$ cat src/rtl/interp_upsampler_pkg.sv
// Shared types and width helpers for the linear-interpolating upsampler.
package interp_upsampler_pkg;

    typedef enum logic [1:0] {
        IDLE  = 2'd0,
        PRIME = 2'd1,
        RUN   = 2'd2,
        HOLD  = 2'd3
    } state_t;

    // Accumulator carries the sample in its upper bits plus one guard bit, so a full
    // segment of delta additions can never overflow.
    function automatic int acc_width(input int data_w, input int log2_steps);
        return data_w + log2_steps + 1;
    endfunction

    function automatic int delta_width(input int data_w);
        return data_w + 1;
    endfunction

endpackage

$ cat src/rtl/interp_upsampler_sample_buf1.sv
// One-deep next-sample holding register; an empty buffer passes input straight through
// when the consumer is taking a sample in the same cycle.
module sample_buf1 #(
    parameter int DATA_W = 32
) (
    input  logic              clk_i,
    input  logic              rst_i,
    input  logic              in_valid_i,
    input  logic [DATA_W-1:0] in_data_i,
    output logic              in_ready_o,
    output logic              out_valid_o,
    output logic [DATA_W-1:0] out_data_o,
    input  logic              out_ready_i
);
    logic              full_q;
    logic [DATA_W-1:0] data_q;

    assign in_ready_o  = !full_q;
    assign out_valid_o = full_q || in_valid_i;
    assign out_data_o  = full_q ? data_q : in_data_i;

    always_ff @(posedge clk_i or posedge rst_i) begin
        if (rst_i) begin
            full_q <= 1'b0;
            data_q <= '0;
        end else if (full_q) begin
            if (out_ready_i) begin
                full_q <= 1'b0;
            end
        end else if (in_valid_i && !out_ready_i) begin
            full_q <= 1'b1;
            data_q <= in_data_i;
        end
    end

endmodule

$ cat src/rtl/interp_upsampler.sv
// Linear-interpolating upsampler: ramps 2**LOG2_STEPS outputs from the previous input
// sample to the current one, holding the last target when the source runs dry.
module interp_upsampler
    import interp_upsampler_pkg::*;
#(
    parameter int DATA_W     = 32,
    parameter int LOG2_STEPS = 5
) (
    input  logic              i_clock,
    input  logic              i_RESET,
    input  logic [DATA_W-1:0] i_data,
    input  logic              i_valid,
    output logic              o_ready,
    output logic [DATA_W-1:0] o_data,
    output logic              o_valid,
    output logic              o_underrun,
    output state_t            o_dbg_state
);
    // Valid/ready: a sample transfers on a rising edge where i_valid && o_ready; the source
    // keeps i_data stable while i_valid is high and o_ready is low.
    localparam int ACC_W   = acc_width(DATA_W, LOG2_STEPS);
    localparam int DELTA_W = delta_width(DATA_W);
    localparam logic [LOG2_STEPS-1:0] LAST_STEP = '1;

    state_t                state_q;
    logic [DATA_W-1:0]     prev_q;
    logic [DATA_W-1:0]     cur_q;
    logic [DELTA_W-1:0]    delta_q;
    logic [ACC_W-1:0]      acc_q;
    logic [LOG2_STEPS-1:0] step_q;
    logic                  underrun_q;

    logic                  buf_in_ready;
    logic                  buf_out_valid;
    logic [DATA_W-1:0]     buf_out_data;
    logic                  buf_pop;
    logic                  seg_end;
    logic [DATA_W-1:0]     base_d;
    logic [DELTA_W-1:0]    delta_d;
    logic [ACC_W-1:0]      acc_load_d;
    logic [ACC_W-1:0]      acc_step_d;

    sample_buf1 #(.DATA_W(DATA_W)) u_buf (
        .clk_i       (i_clock),
        .rst_i       (i_RESET),
        .in_valid_i  (i_valid),
        .in_data_i   (i_data),
        .in_ready_o  (buf_in_ready),
        .out_valid_o (buf_out_valid),
        .out_data_o  (buf_out_data),
        .out_ready_i (buf_pop)
    );

    // A new segment always starts from an exact reload of its base, so rounding in the
    // accumulator never drifts across segments.
    always_comb begin
        seg_end    = (state_q == RUN) && (step_q == LAST_STEP);
        buf_pop    = buf_out_valid && ((state_q != RUN) || seg_end);
        base_d     = (state_q == PRIME) ? prev_q : cur_q;
        delta_d    = {buf_out_data[DATA_W-1], buf_out_data} - {base_d[DATA_W-1], base_d};
        acc_load_d = {base_d[DATA_W-1], base_d, {LOG2_STEPS{1'b0}}};
        acc_step_d = acc_q + {{LOG2_STEPS{delta_q[DELTA_W-1]}}, delta_q};
    end

    always_ff @(posedge i_clock or posedge i_RESET) begin
        if (i_RESET) begin
            state_q    <= IDLE;
            prev_q     <= '0;
            cur_q      <= '0;
            delta_q    <= '0;
            acc_q      <= '0;
            step_q     <= '0;
            underrun_q <= 1'b0;
        end else begin
            underrun_q <= 1'b0;
            case (state_q)
                IDLE: begin
                    if (buf_pop) begin
                        prev_q  <= buf_out_data;
                        state_q <= PRIME;
                    end
                end
                PRIME, HOLD: begin
                    if (buf_pop) begin
                        prev_q  <= base_d;
                        cur_q   <= buf_out_data;
                        delta_q <= delta_d;
                        acc_q   <= acc_load_d;
                        step_q  <= '0;
                        state_q <= RUN;
                    end
                end
                RUN: begin
                    acc_q  <= acc_step_d;
                    step_q <= step_q + 1'b1;
                    if (seg_end) begin
                        if (buf_pop) begin
                            prev_q  <= base_d;
                            cur_q   <= buf_out_data;
                            delta_q <= delta_d;
                            acc_q   <= acc_load_d;
                            step_q  <= '0;
                        end else begin
                            state_q    <= HOLD;
                            underrun_q <= 1'b1;
                        end
                    end
                end
                default: state_q <= IDLE;
            endcase
        end
    end

    // Output slice of the accumulator is a floor division by the step count.
    assign o_ready     = buf_in_ready && !i_RESET;
    assign o_valid     = (state_q == RUN) || (state_q == HOLD);
    assign o_data      = (state_q == RUN)  ? acc_q[LOG2_STEPS +: DATA_W] :
                         (state_q == HOLD) ? cur_q : '0;
    assign o_underrun  = underrun_q;
    assign o_dbg_state = state_q;

endmodule

$ cat config.mk
export PLATFORM = sky130hd
export DESIGN_NAME = interp_upsampler
export DESIGN_NICKNAME = d
export VERILOG_FILES = /design/src/rtl/interp_upsampler_pkg.sv /design/src/rtl/interp_upsampler_sample_buf1.sv /design/src/rtl/interp_upsampler.sv
export SDC_FILE = /design/constraint.sdc
export NUM_CORES = 1
export LEC_CHECK = 0
export ABC_AREA = 1
export BUFFER_PORTS_ARGS = -buffer_cell sky130_fd_sc_hd__buf_4
export CORE_ASPECT_RATIO = 1.4
export CORE_UTILIZATION = 60
export DETAILED_ROUTE_END_ITERATION = 8
export GPL_TIMING_DRIVEN = 0
export PLACE_DENSITY = 0.79
export SLEW_MARGIN = 30
export SYNTH_ARGS = -nofsm -noshare
export SYNTH_HDL_FRONTEND = slang
export SYNTH_SLANG_ARGS = --single-unit
$ cat constraint.sdc
create_clock -name i_clock -period 18.4 [get_ports i_clock]
set_clock_uncertainty 0.15 [all_clocks]
set_input_delay 4.6 -clock i_clock [delete_from_list [all_inputs] [get_ports i_clock]]
set_output_delay 4.6 -clock i_clock [all_outputs]
set_load 0.005 [all_outputs]
==> results_dict.tcl, run 1 <==
set metrics [dict create \
    synth_edf_count 0 \
    grtUsageTotal 0.401 \
    clk_pin_slew_worst_paths_ns 0.07 \
    grt_pass1_vias 13065 \
    finalWorstSetupSlack_ns 8.70 \
    grt_max_degree 99 \
    critPathMostFrequentCell "buf_4" \
    grt.overflow.total 0 \
    chipHeight_um 175 \
    dieArea_sq_um 22000 \
    min_path_cells 2 \
    maxSlewHeadroom 0.444 \
    postSynthCellCount 1937 \
    cts.repair.resized 0 \
    cp-end-kind "primary output" \
    async_flop_share 1.00 \
    holdBufCountCts 0 \
    hold_slack_ns 0.333 \
    crit_path_start_kind "primary input" \
    drc_errors 3 \
    routed_wl_um 42600 \
    cts_num_sinks 175 \
    cp_num_buf_inv 2 \
    cts_tree "done" \
    post_dp_cell_area_sq_um 13700 \
    ys.flop_type "dfrtp_1" \
    final-hold-violation-count 0 \
    dieWidth_um 126 \
    crit_path_max_incr_delay_ns 0.14 \
    worst_pin_slew_ns 0.826 \
    fp-row-count 62 \
    finalCritPeriodShare 0.527 \
    post-route-min-period_ns 9.70 \
    post_cts_buffers 0 \
    synth-seq-area-share 0.341 \
    firstDrtPassIters 7 \
    hold_class "reg2reg" \
    cp_cell_sequence "buf_4 -> nor2_1 -> buf_4" \
    ys_seq_elements 175 \
    pre_cts_ws_ns 8.70 \
    nets 2135 \
    routedWlPerCell_um 18.6 \
    cp.depth 3 \
    synth_area_sq_um 12800 \
    yosys_warnings 0 \
    grt_first_pass_wirelength_um 67000 \
    ioPinCount 72 \
    n_antenna_cell 0 \
    clockRootBuffer "clkbuf_16" \
    failed_checks "DRC" \
    cp.required_ns 13.65 \
    rr_worst_depth 14 \
    status "finished, violations left" \
    final_cell_mix "663 x nand2_1, 227 x inv_1, 201 x o21ai_0" \
    fp.coreArea_sq_um 20700 \
    clockBufferDepth 2 \
    slew_viol_final 0 \
    post-dp-hpwl_um 34300 \
    place_congestion 0.995 \
    vias 13434 \
    fin_tns_setup_ns 0 \
    postLayoutCellArea_sq_um 14300 \
    syn_area_per_cell_sq_um 6.62 \
    cts_buffers 17 \
    arrival_ns 4.95 \
    setup_violations 0 \
    antenna_found_initial 1 \
    ant_nets 0 \
    critPathSlowestCell "buf_4" \
    reg2reg_slack_ns 14.12 \
    drt-initial-drc-count 1422 \
    area_growth_pct 11.7 \
    rsz0062_at_grt "false" \
    drv_cap 0 \
    yosys.cell_types.count 40 \
    crit_family "buffers and inverters" \
    htree_levels 4 \
    routed_via_density 5.85 \
    portBuffers 71 \
    final_common_cell "nand2_1" \
    start_util 0.619 \
    clk_latency_ns 0.46 \
    fmax_mhz 103 \
    syn-num-nets 2044 \
    cp_max_fo 2 \
    crit_type "in2out" \
    drive_above_1_share 0.0824 \
]
-- layout make-up --
cell class / count / area, sq um
multi-input cells: 1461 / 7240
fillers: 1867 / 6380
flip-flops and latches: 175 / 4380
inverters: 234 / 886
repair buffers: 72 / 561
clock buffers: 20 / 467
plain buffers: 67 / 327
well taps: 256 / 320
clock inverters: 11 / 151
-- worst paths after layout --
kind,from,endpoint
max,i_RESET,o_ready
min,u_buf.data_q[9],u_buf.data_q[9]
max reg2reg,o_dbg_state[0],delta_q[29]
min reg2reg,u_buf.data_q[9],u_buf.data_q[9]
max in group asynchronous,i_RESET,prev_q[25]
min in group asynchronous,i_RESET,cur_q[4]
-- worst min-delay path: stages, from the launching register on --
cell and delay, ns:
dfrtp_1 0.34, nand2_1 0.06, o21ai_2 0.05
-- metal layers --
| layer | track usage | up-vias | part of all wire |
|---|---|---|---|
| li1 | - | 6436 | - |
| met1 | 0.458 | 6182 | 0.37 |
| met2 | 0.694 | 655 | 0.49 |
| met3 | 0.0606 | 161 | 0.070 |
| met4 | 0.270 | 0 | 0.067 |
| met5 | 0 | - | 0 |
-- metrics by stage --
stage	std cells	util
after floorplan	1937	-
after global placement	2264	0.660
after detailed placement	2265	0.662
after CTS	2296	0.692
after global routing	2296	0.692
final	2296	0.692
-- cell usage after synthesis, types with 4 or more instances --
library cell    n  area share
nor3_1         13      0.0051
xnor2_1        12      0.0082
o21ai_1        18      0.0070
nand2_1       663        0.19
buf_2          12      0.0047
a21boi_0        4      0.0023
o21ai_0       201       0.078
nand3_1        89       0.035
a21o_1          4      0.0023
inv_2           6      0.0018
o22ai_1         4      0.0020
o21bai_1       13      0.0076
a21oi_1       148       0.058
o21ai_2        30       0.020
nand3b_1        6      0.0035
clkbuf_1       44       0.013
dfrtp_1       175        0.34
buf_6           7      0.0061
nor4_1          4      0.0020
inv_1         228       0.067
xor2_1         17       0.012
nor2_1        139       0.041
ha_1           70       0.068
-- flip-flops by register name (all words and copies together), names as in the netlist, 2 cells and up --
signal	cells
cur_q	32
prev_q	32
step_q	5
acc_q	37
o_dbg_state	2
u_buf.data_q	32
delta_q	33
-- cell families after synthesis --
group           synth area share
fa+ha+maj                 0.0714
compound gates             0.185
buf+inv                   0.0940
simple gates               0.289
xor+xnor                  0.0198
flops                      0.341
Power of run 1 is not shown: default switching activity piles up to over one toggle a cycle in this logic, so the estimate is an artifact.
==> inputs of run 2 (changes only) <==
--- a/config.mk
+++ b/config.mk
@@ -5,7 +5,7 @@
 export SDC_FILE = /design/constraint.sdc
 export NUM_CORES = 1
 export LEC_CHECK = 0
-export ABC_AREA = 1
+export ABC_AREA = 0
 export BUFFER_PORTS_ARGS = -buffer_cell sky130_fd_sc_hd__buf_4
 export CORE_ASPECT_RATIO = 1.4
 export CORE_UTILIZATION = 60
==> constraint.sdc (replaced) <==
create_clock -name i_clock -period 10.1 [get_ports i_clock]
set_clock_uncertainty 0.15 [all_clocks]
set_input_delay 2.525 -clock i_clock [delete_from_list [all_inputs] [get_ports i_clock]]
set_output_delay 2.525 -clock i_clock [all_outputs]
set_load 0.005 [all_outputs]
==> results_dict.tcl, run 2 <==
set metrics [dict create \
    fin_tns_setup_ns 0 \
    drc_errors 0 \
    clockRootBuffer "clkbuf_16" \
    area_growth_pct 12.7 \
    synth_commonest_cells "175 x dfrtp_1, 158 x o21ai_0, 144 x nand2_1, 115 x a21oi_1, 106 x nor2_1" \
    ant_nets 0 \
    final-hold-violation-count 0 \
    yosys.cell_types.count 56 \
    drv_cap 0 \
    cts_num_sinks 175 \
    slew_viol_final 0 \
    synthAdderAreaFrac 0.0799 \
    dieArea_sq_um 19700 \
    synth_top_cell_area_share 0.382 \
    cts_buffers 17 \
    largest_reg_flops 37 \
    cp.required_ns 10.26 \
    reg2reg_slack_ns 4.96 \
    vias 10503 \
    synth_compound_area_frac 0.208 \
    final_common_cell "dfrtp_1" \
    cp-end-kind "flop" \
    place_congestion 1.01 \
    ioPinCount 72 \
    synth_edf_count 0 \
    nFillCells 1527 \
    hold_end "delta_q[9]" \
    largest_register "acc_q" \
    synth.area.mux_share 0.118 \
    timing.rr.end "delta_q[29]" \
    clk_pin_slew_worst_paths_ns 0.07 \
    ys.flop_type "dfrtp_1" \
    clockBufferDepth 2 \
    ys_seq_elements 175 \
    crit_type "in2reg" \
    fp-row-count 59 \
    min_path_cells 2 \
    syn-num-nets 1401 \
    yosys_warnings 0 \
    portBuffers 71 \
    async_flop_share 1.00 \
    cts_tree "done" \
    htree_levels 4 \
    chipHeight_um 166 \
    dieWidth_um 119 \
    fmax_mhz 169 \
    clk_latency_ns 0.44 \
    synth_most_common_cell "dfrtp_1" \
    post-route-min-period_ns 5.92 \
    r2r-start "u_buf.full_q" \
    antenna_found_initial 0 \
    n_antenna_cell 0 \
    routed_wl_um 34400 \
    synth_top_family_by_area "compound AO/OA/AOI/OAI gates" \
    synth_top_area_cell "dfrtp_1" \
    nets 1493 \
    drt-initial-drc-count 951 \
    fp.coreArea_sq_um 18700 \
    synth_area_sq_um 11500 \
    postSynthCellCount 1294 \
    maxSlewHeadroom 0.360 \
    post_dp_cell_area_sq_um 12400 \
    start_util 0.614 \
    synth_top_cells_by_area "dfrtp_1 38%, mux2i_1 8.2%, ha_1 7.6%, o21ai_0 6.9%, a21oi_1 5.0%" \
    status "complete, no violations" \
    routedWlPerCell_um 20.9 \
    synth_xor_area_frac 0.0443 \
    grtUsageTotal 0.359 \
    final_cell_mix "175 x dfrtp_1, 158 x o21ai_0, 144 x nand2_1" \
    synth-seq-area-share 0.382 \
    post_cts_buffers 0 \
    rsz0062_at_grt "false" \
    rr_worst_depth 15 \
    grt_pass1_vias 10236 \
    routed_via_density 6.39 \
    syn_area_per_cell_sq_um 8.86 \
    setup_violations 0 \
    firstDrtPassIters 7 \
    hold_class "reg2reg" \
    finalCritPeriodShare 0.586 \
    holdBufCountCts 0 \
    cp_max_fo 4 \
    grt.overflow.total 0 \
    postLayoutCellArea_sq_um 12900 \
    synth_simple_gate_area_frac 0.131 \
    worst_pin_slew_ns 0.961 \
    arrival_ns 6.07 \
    grt_first_pass_wirelength_um 53500 \
    min_from "delta_q[9]" \
    cts.repair.resized 0 \
    post-dp-hpwl_um 25700 \
    reg_top3 "acc_q x37, delta_q x33" \
    grt_max_degree 71 \
    crit_path_start_kind "primary input" \
    drive_above_1_share 0.113 \
]
## run 2: worst max-delay path by stage
stage / from / to / slack (ns) / cells after the start
floorplan: i_RESET / acc_q[0] / 2.68 / 1
global placement: i_RESET / step_q[0] / 0.52 / 2
detailed placement: i_data[1] / delta_q[29] / 3.91 / 14
CTS: i_data[1] / delta_q[31] / 4.31 / 14
global route: i_data[1] / delta_q[29] / 4.10 / 14
finish: i_data[1] / delta_q[29] / 4.18 / 14
## run 2: cells by family (layout without fill, tap and decap cells)
kind of cell,Yosys count,count (layout)
DFF,175,175
adders and majority gates,72,72
buffers and inverters,108,213
AOI/OAI and AO/OA,400,400
xor gates and xnor gates,58,58
and+or+nand+nor,350,350
muxes,131,131
## run 2: cell type report
cell class / instances / area, sq um / share of cell area
clock inverter: 14 / 124 / 0.00959
tap: 244 / 305 / 0.0236
clock buffer: 18 / 429 / 0.0332
buffer: 70 / 268 / 0.0207
inverter: 38 / 150 / 0.0116
timing repair buffer: 73 / 588 / 0.0455
multi-input combinational: 1011 / 6680 / 0.517
sequential: 175 / 4380 / 0.339
## run 2: metal layers
| layer | wire length [um] | share of wire | up-vias | global-route usage |
|---|---|---|---|---|
| met5 | 0 | 0 | - | 0 |
| met4 | 2890 | 0.084 | 0 | 0.299 |
| met3 | 2050 | 0.060 | 165 | 0.0495 |
| met2 | 16700 | 0.48 | 471 | 0.607 |
| met1 | 12800 | 0.37 | 5050 | 0.406 |
| li1 | - | - | 4817 | - |
## run 2: critical path, cell delays in order
cell and delay [ns]:
buf_4 0.11, mux2i_1 0.53, inv_1 0.13, ha_1 0.31, nor2b_1 0.14, o2111ai_1 0.36, nand3_1 0.26, a21oi_1 0.30
o41ai_2 0.17, a211oi_1 0.50, o31ai_1 0.20, a21oi_1 0.22, xor2_1 0.22, o21ai_1 0.09
## run 2: stage by stage
step	setup WS, ns	instances	utilization	hold WS [ns]
after global routing	4.10	1643	0.692	0.366
after global placement	0.522	1609	0.659	0.319
after CTS	4.31	1643	0.692	0.345
final	4.18	1643	0.692	0.342
after detailed placement	3.91	1611	0.662	0.329
after floorplan	2.68	1294	-	0.304
Power of run 2 is left out for the same reason.
==> inputs of run 3 (changes only) <==
--- a/config.mk
+++ b/config.mk
@@ -5,7 +5,7 @@
 export SDC_FILE = /design/constraint.sdc
 export NUM_CORES = 1
 export LEC_CHECK = 0
-export ABC_AREA = 0
+export ABC_AREA = 1
 export BUFFER_PORTS_ARGS = -buffer_cell sky130_fd_sc_hd__buf_4
 export CORE_ASPECT_RATIO = 1.4
 export CORE_UTILIZATION = 60
==> constraint.sdc (replaced) <==
create_clock -name i_clock -period 6.15 [get_ports i_clock]
set_clock_uncertainty 0.15 [all_clocks]
set_input_delay 1.5375 -clock i_clock [delete_from_list [all_inputs] [get_ports i_clock]]
set_output_delay 1.5375 -clock i_clock [all_outputs]
set_load 0.005 [all_outputs]
==> results_dict.tcl, run 3 (synthesis gave the netlist of run 1 again) <==
set metrics [dict create \
    rsz0062_at_grt "false" \
    timing.rr.end "delta_q[22]" \
    min_from "u_buf.data_q[25]" \
    hold_end "u_buf.data_q[25]" \
    fin_tns_setup_ns 0 \
    place_congestion 1.02 \
    drv_cap 0 \
    fmax_mhz 240 \
    slew_viol_final 0 \
    ant_nets 0 \
    cts.repair.resized 0 \
    finalCritPeriodShare 0.678 \
    cp-startpoint "o_dbg_state[0]" \
    status "finished, violations left" \
    n_antenna_cell 0 \
    maxSlewHeadroom 0.495 \
    grtUsageTotal 0.396 \
    r2r-start "o_dbg_state[0]" \
    clockBufferDepth 2 \
    rr_worst_depth 15 \
    crit_type "reg2reg" \
    post-dp-hpwl_um 34800 \
    setup_violations 0 \
    fp-row-count 62 \
    grt_first_pass_wirelength_um 66200 \
    dieArea_sq_um 22000 \
    min_path_cells 2 \
    fp.coreArea_sq_um 20700 \
    clk_pin_slew_worst_paths_ns 0.07 \
    largest_register "acc_q" \
    routedWlPerCell_um 18.4 \
    holdBufCountCts 0 \
    firstDrtPassIters 8 \
    worst_pin_slew_ns 0.758 \
    start_util 0.619 \
    vias 13411 \
    postLayoutCellArea_sq_um 14400 \
    failed_checks "DRC" \
    arrival_ns 4.35 \
    post_cts_buffers 0 \
    cp.required_ns 6.33 \
    reg_top3 "acc_q x37, delta_q x33" \
    area_growth_pct 12.5 \
    post_dp_cell_area_sq_um 13800 \
    htree_levels 4 \
    ioPinCount 72 \
    dieWidth_um 126 \
    cp-end-kind "flop" \
    final_cell_mix "663 x nand2_1, 227 x inv_1, 201 x o21ai_0" \
    nets 2141 \
    reg2reg_slack_ns 1.98 \
    routed_via_density 5.82 \
    grt.overflow.total 0 \
    cts_tree "done" \
    antenna_found_initial 0 \
    final_core_util 0.696 \
    clk_latency_ns 0.45 \
    drive_above_1_share 0.0850 \
    drt-initial-drc-count 1140 \
    largest_reg_flops 37 \
    portBuffers 71 \
    crit_path_start_kind "flop" \
    cts_buffers 17 \
    final_common_cell "nand2_1" \
    cp_max_fo 10 \
    hold_class "reg2reg" \
    post-route-min-period_ns 4.17 \
    hold_slack_ns 0.331 \
    grt_pass1_vias 12969 \
    final-hold-violation-count 0 \
    drc_errors 3 \
    grt_max_degree 31 \
    cts_num_sinks 175 \
    routed_wl_um 42300 \
    chipHeight_um 175 \
    clockRootBuffer "clkbuf_16" \
]
==> run 3: cell types whose count changed in the layout (fill, tap and decap cells not counted), moves of 37 or more <==
cell	previous run	this run
mux2i_1	94	0
o21ai_0	158	201
inv_1	36	227
mux2_2	37	0
nand3_1	11	89
nand2_1	144	663
==> run 3: cell type report <==
class | count | area, sq um
flip-flops and latches | 175 | 4380
clock inverters | 12 | 121
multi-input cells | 1461 | 7240
repair buffers | 78 | 696
inverters | 234 | 882
plain buffers | 67 | 327
fillers | 1816 | 6290
clock buffers | 20 | 457
well taps | 256 | 320
==> run 3: stage by stage <==
step	setup WS [ns]	instances
2_1_floorplan	2.22	1937
3_3_place_gp	1.24	2264
3_5_place_dp	1.68	2271
4_1_cts	2.06	2303
5_1_grt	1.77	2303
6_report	1.98	2303
==> run 3: worst max path at each step <==
stage | to
finish | delta_q[22]
global route | delta_q[22]
CTS | o_data[17]
detailed placement | delta_q[22]
global placement | acc_q[31]
floorplan | acc_q[0]
==> run 3: worst max-delay path: stages, from the launching register on <==
cell,delay (ns)
dfrtp_1,0.38
buf_2,0.18
nand2_1,0.31
clkbuf_1,0.45
nand2_1,0.08
o21ai_0,0.24
inv_1,0.16
fa_1,0.46
o21ai_1,0.31
a21oi_1,0.19
o21ai_1,0.61
nand2_1,0.15
nand2_1,0.10
nand2_1,0.05
nand3_1,0.15
nand2_1,0.08
==> run 3: layer usage <==
metal	up-vias	routed length, um	GRT usage
li1	6437	-	-
met5	-	0	0
met1	6204	16300	0.455
met4	0	2450	0.241
met2	612	20900	0.694
met3	158	2600	0.0573
Power of run 3 is left out for the same reason.
